**src/rtl/hv_ang_val_sample_mc.sv**
```systemverilog
// hv_ang_val_sample_mc: per-channel settle-delayed analog readback capture with stability
// retry, single-shot/periodic modes, valid pulse and sticky done/error flags.
module hv_ang_val_sample_mc #(
    parameter int CH_NUM    = 2,
    parameter int DW        = 8,
    parameter int CLK_M     = 48,
    parameter int DLY_NS    = 2001,
    parameter int PRD_W     = 16,
    parameter int RETRY_MAX = 3
) (
    input  logic                 i_clk,
    input  logic                 i_rst,
    input  logic [CH_NUM-1:0]    i_samp_en,
    input  logic [CH_NUM-1:0]    i_mode,
    input  logic [PRD_W-1:0]     i_prd,
    input  logic [CH_NUM*DW-1:0] i_ana_val,
    input  logic [CH_NUM-1:0]    i_clr,
    output logic [CH_NUM*DW-1:0] o_samp_val,
    output logic [CH_NUM-1:0]    o_samp_vld,
    output logic [CH_NUM-1:0]    o_samp_done,
    output logic [CH_NUM-1:0]    o_samp_err
);
    localparam int SAMP_CYC_NUM = (DLY_NS * CLK_M + 999) / 1000;
    localparam int CNT_W        = $clog2(SAMP_CYC_NUM + 1);
    localparam int RTY_W        = $clog2(RETRY_MAX + 1);
    localparam logic [CNT_W-1:0] CNT_MAX = CNT_W'(SAMP_CYC_NUM);
    // the check edge falls one cycle before cnt would reach SAMP_CYC_NUM, giving T0+SAMP_CYC_NUM-1 latency
    localparam logic [CNT_W-1:0] CNT_CHK = CNT_W'(SAMP_CYC_NUM - 1);
    localparam logic [RTY_W-1:0] RTY_LIM = RTY_W'(RETRY_MAX);

    typedef enum logic [1:0] {IDLE, WAIT, PRD, DONE} state_t;

    for (genvar k = 0; k < CH_NUM; k++) begin : g_ch
        state_t           state_q, state_d;
        logic [CNT_W-1:0] cnt_q, cnt_d;
        logic [RTY_W-1:0] retry_q, retry_d;
        logic [PRD_W-1:0] prd_cnt_q, prd_cnt_d;
        logic             mode_q, mode_d;
        logic [DW-1:0]    prv_q, val_q;
        logic             vld_q, done_q, err_q;
        logic             cap, cap_err, match;
        logic [DW-1:0]    ana;

        assign ana   = i_ana_val[k*DW +: DW];
        assign match = (ana == prv_q);

        always_comb begin
            state_d   = state_q;
            cnt_d     = cnt_q;
            retry_d   = retry_q;
            prd_cnt_d = prd_cnt_q;
            mode_d    = mode_q;
            cap       = 1'b0;
            cap_err   = 1'b0;
            if (state_q != IDLE && !i_samp_en[k]) begin
                state_d = IDLE;
                cnt_d   = '0;
                retry_d = '0;
            end else begin
                case (state_q)
                    IDLE: begin
                        cnt_d   = i_samp_en[k] ? CNT_W'(1) : '0;
                        retry_d = '0;
                        state_d = i_samp_en[k] ? WAIT : IDLE;
                        mode_d  = i_samp_en[k] ? i_mode[k] : mode_q;
                    end
                    WAIT: begin
                        if (cnt_q < CNT_CHK) begin
                            cnt_d = cnt_q + CNT_W'(1);
                        end else if (match || retry_q == RTY_LIM) begin
                            cap       = 1'b1;
                            cap_err   = !match;
                            retry_d   = '0;
                            state_d   = mode_q ? PRD : DONE;
                            prd_cnt_d = mode_q ? ((i_prd == '0) ? PRD_W'(1) : i_prd) : prd_cnt_q;
                        end else begin
                            retry_d = retry_q + RTY_W'(1);
                        end
                    end
                    PRD: begin
                        prd_cnt_d = prd_cnt_q - PRD_W'(1);
                        state_d   = (prd_cnt_q <= PRD_W'(1)) ? WAIT : PRD;
                        cnt_d     = (prd_cnt_q <= PRD_W'(1)) ? CNT_MAX : cnt_q;
                    end
                    default: ;
                endcase
            end
        end

        always_ff @(posedge i_clk) begin
            if (i_rst) begin
                state_q   <= IDLE;
                cnt_q     <= '0;
                retry_q   <= '0;
                prd_cnt_q <= '0;
                mode_q    <= 1'b0;
                prv_q     <= '0;
                val_q     <= '0;
                vld_q     <= 1'b0;
                done_q    <= 1'b0;
                err_q     <= 1'b0;
            end else begin
                state_q   <= state_d;
                cnt_q     <= cnt_d;
                retry_q   <= retry_d;
                prd_cnt_q <= prd_cnt_d;
                mode_q    <= mode_d;
                prv_q     <= ana;
                val_q     <= cap ? ana : val_q;
                vld_q     <= cap;
                done_q    <= cap | (done_q & ~i_clr[k]);
                err_q     <= (cap & cap_err) | (err_q & ~i_clr[k]);
            end
        end

        assign o_samp_val[k*DW +: DW] = val_q;
        assign o_samp_vld[k]          = vld_q;
        assign o_samp_done[k]         = done_q;
        assign o_samp_err[k]          = err_q;
    end
endmodule

```
**config.mk**
```make
export PLATFORM = sky130hd
export DESIGN_NAME = hv_ang_val_sample_mc
export DESIGN_NICKNAME = d
export VERILOG_FILES = /design/src/rtl/hv_ang_val_sample_mc.sv
export SDC_FILE = /design/constraint.sdc
export NUM_CORES = 1
export LEC_CHECK = 0
export CORE_MARGIN = 8
export CORE_UTILIZATION = 60
export DETAILED_ROUTE_END_ITERATION = 16
export DONT_BUFFER_PORTS = 1
export GPL_ROUTABILITY_DRIVEN = 1
export GPL_TIMING_DRIVEN = 0
export PLACE_DENSITY_LB_ADDON = 0.1
export RECOVER_POWER = 50
export SYNTH_ARGS = -nofsm -noshare
export SYNTH_HDL_FRONTEND = slang
export SYNTH_SLANG_ARGS = --single-unit
```
**constraint.sdc**
```tcl
create_clock -name i_clk -period 7.3 [get_ports i_clk]
set_input_delay 0.73 -clock i_clk [delete_from_list [all_inputs] [get_ports i_clk]]
set_output_delay 0.73 -clock i_clk [all_outputs]
set_load 0.02 [all_outputs]
```
==> results.txt <==
- Sum of negative setup slack: 0 ns
- Summing over every cut layer, the via total after detailed routing is about 5.1k.
- Clock edge transition at the registers on the reported setup and hold paths: approximately 0.090 ns
- Worst endpoint data arrival time: ~3.5 ns
- In this run the deepest clock path goes through 2 buffers.
- Gate count of the mapped netlist: between 600 and 700
- Ratio of cells with drive above 1 in the final layout: roughly 4.1%
- Count of standard-cell rows: 34
- Nets: ~700
* Vertical die dimension: roughly 110 um
- In the global route stage, overall resource usage came out at about 25%.
- The cell sitting at the root of the clock tree is a clkbuf_8.
- After synthesis, the mean cell area works out to about 8.1 um^2.
- Across the run, the number of max-cap violations was 0.
- Dividing the final minimum period by the clock period gives around 44%.
- Summed over all nets, the switching power comes to ~0.75 mW.
* Antenna violation net count after detailed routing: 0
* Status: complete, no violations
- In this run, synthesis produced a sequential element count of 94.
- Power Internal: ~0.95 mW
- Delay of the slowest cell on the worst path: between 0.9 and 1 ns
- PwrDens: between 300 and 400 nW/um^2
* Layout-stage area growth over the synthesis result: 5.52%
- Combinational logic burns 43.2% of the power.
- N_diodes: 0
- Largest vdd supply drop: 210 uV
- Number of top-level pins: 62
- Walking the worst path, the cells encountered are inv_1, ha_1, clkbuf_1, clkinv_1, a211oi_1, nor2_1, a32o_1.
- The worst setup path is of the reg -> reg kind.
* 1st-iter DRT viols: about 410
- Vias in the first global route: ~4.8k
* Post-synthesis cell area: just over 5000 um^2
- Gates resized during post-CTS repair numbered 0.
* Final hold viol count: 0
- For this run, design rule violations remaining after detail routing come to 0.
- TritonCTS built the clock tree.
* Tightest slew margin relative to the limit: 19.6%
- Slew of the pin with the lowest slew margin: approximately 1.2 ns
- The congestion estimate from routability-driven global placement came to ~0.9.
- The number of antenna violations at the first check in global routing was 0.
- Total of warnings raised by yosys: 0
* Final max-slew violation count: 0
* Setup bufs post-CTS: 0
- Buffers inserted to repair hold after CTS numbered 0.
- Number of enable flip-flop cells after synthesis: 0
- Leading cell type in the layout, fill and taps excluded: dfxtp_1
- The largest individual stage delay along the critical path comes from the cell a211oi_1.
- For the finished layout, the period the worst path requires is between 3 and 4 ns.
- Worst-case hold slack: about 0.46 ns
* Leak: 1.97 nW
* Total wire length after detailed routing: between 10000 and 15000 um
- Worst Setup End Kind: flip-flop
- Clock insertion delay at the later pin of the skew report: around 0.37 ns
* Highest attainable clock frequency: roughly 310 MHz
* Depth of the CTS H-tree: 3
- Final setup fails: 0
* Most frequent cells in the layout: 94 x dfxtp_1, 62 x a21oi_1, 46 x nor2_1, 44 x nand2_1, 44 x nand3_1
* Wire length of the first global-routing pass: approximately 24000 um
- When the netlist entered floorplanning its net count stood at 695.
- Setup skew after layout: approximately 0.0095 ns
- The first TritonRoute pass finished after 5 iterations.
- CTS saw 94 sinks.
- Half-perimeter wire length after placement: between 10000 and 15000 um
- Counting flops with an async set or reset pin after synthesis yields a share of 0%.
- Setup repair after global routing left no endpoint under its margin.
- Overflow after GRT: 0
- Number of distinct library cells after synthesis: between 50 and 60
- Along the worst path, the maximum fanout reaches 10.
* Maximum number of pins on one net before global-route repair: 19
- Sequential share of power: ~37%
- The clock network burns between 10% and 20% of the power.
* Switching power as a share of total power: 44.1%
- Kind of start point of the critical path: flip-flop
- Measured along the x axis, the die boundary spans approximately 110 um.
- The min-delay analysis places its worst path in the category reg -> reg.
- Most used flip-flop cell after synthesis: dfxtp_1
* Die area: roughly 12000 um^2
* Data required time of the worst path: approximately 7.6 ns
- Initial Utilization: 60.5%
- The share of the Yosys chip area taken by registers is 36.4%.
* Core area: 8550 um^2
* Wire length per cell: between 15 and 20 um
* Via density: about 6.7
- Port-buffer cells: 0
- Counting the buffers created by CTS gives 9.
## synthesized netlist by cell type (14+ instances only)
master | count | share of area [%]
dfxtp_1 | 94 | 36
a21oi_1 | 62 | 6.0
nor2_1 | 46 | 3.3
nand2_1 | 44 | 3.2
nand3_1 | 44 | 4.3
o21ai_0 | 39 | 3.8
clkbuf_1 | 36 | 2.6
nor3_1 | 20 | 1.9
nor2b_1 | 18 | 2.2
xor2_1 | 18 | 3.0
o311ai_0 | 17 | 2.9
ha_1 | 16 | 3.9
nor4_1 | 16 | 1.9
o31ai_1 | 16 | 2.3
inv_1 | 14 | 1.0
## power groups by stage
stage | registers, mW | clock network [mW] | logic, mW
after floorplan | 0.624 | 0 | 0.545
after global placement | 0.635 | 0 | 0.703
after detailed placement | 0.639 | 0 | 0.713
after CTS | 0.628 | 0.339 | 0.716
after global routing | 0.637 | 0.358 | 0.792
final | 0.630 | 0.331 | 0.732
## layer usage
layer	routed length [um]	up-vias	share of wire, %	track usage (%)
met5	0	-	0	0
met4	371	0	2.5	11.6
met3	1170	35	7.9	4.67
met2	7060	214	48	40.9
met1	6160	2408	42	29.9
li1	-	2431	-	-
## metrics by stage
| stage | util [%] | std cells | power (mW) | setup WS, ns | area, um^2 |
|---|---|---|---|---|---|
| floorplan | - | 639 | 1.17 | 4.84 | 5170 |
| global placement | 62.0 | 747 | 1.34 | 4.23 | 5310 |
| detailed placement | 62.0 | 747 | 1.35 | 4.23 | 5310 |
| CTS | 64.2 | 763 | 1.68 | 4.18 | 5490 |
| global route | 63.8 | 763 | 1.79 | 3.88 | 5460 |
| finish | 63.8 | 763 | 1.69 | 4.09 | 5460 |
## final cells by class
cell class / count / area [um^2]
Fill cell: 780 / 3100
Multi-Input combinational cell: 484 / 3020
Sequential cell: 94 / 1880
Buffer: 45 / 171
Tap cell: 108 / 135
Clock buffer: 9 / 124
Inverter: 16 / 60.1
Clock inverter: 7 / 58.8
## logic make-up after synthesis
family,count (synthesis),share of synthesized area (%)
buffers and inverters,61,4.91
XOR/XNOR,18,3.05
adder cells (fa/ha/maj),16,3.87
flip-flops,94,36.4
AND/OR/NAND/NOR,235,23.5
AO/OA/AOI/OAI,207,26.7
multiplexers,8,1.55
## worst max-delay path: cells and delay by family (launching register included)
family	cells	cell delay (ns)
AOI/OAI and AO/OA	2	1.33
buffers and inverters	3	0.77
and+or+nand+nor	1	0.45
DFF	1	0.35
adders and majority gates	1	0.20
## registers in the layout (all words and copies together), names as in the netlist, 4 cells and up
register and count:
g_ch.cnt_q 14, g_ch.prd_cnt_q 32, g_ch.prv_q 16, g_ch.retry_q 4
g_ch.state_q 4, g_ch.val_q 16
## final timing paths
path	from	endpoint	slack, ns	cells after the start
max	g_ch[0].state_q[1]	g_ch[0].prd_cnt_q[3]	4.09	7
min	g_ch[0].retry_q[1]	g_ch[0].retry_q[1]	0.46	2
max reg2reg	g_ch[0].state_q[1]	g_ch[0].prd_cnt_q[3]	4.09	7
min reg2reg	g_ch[0].retry_q[1]	g_ch[0].retry_q[1]	0.46	2
Note: power is estimated with default switching activity, not from simulation.
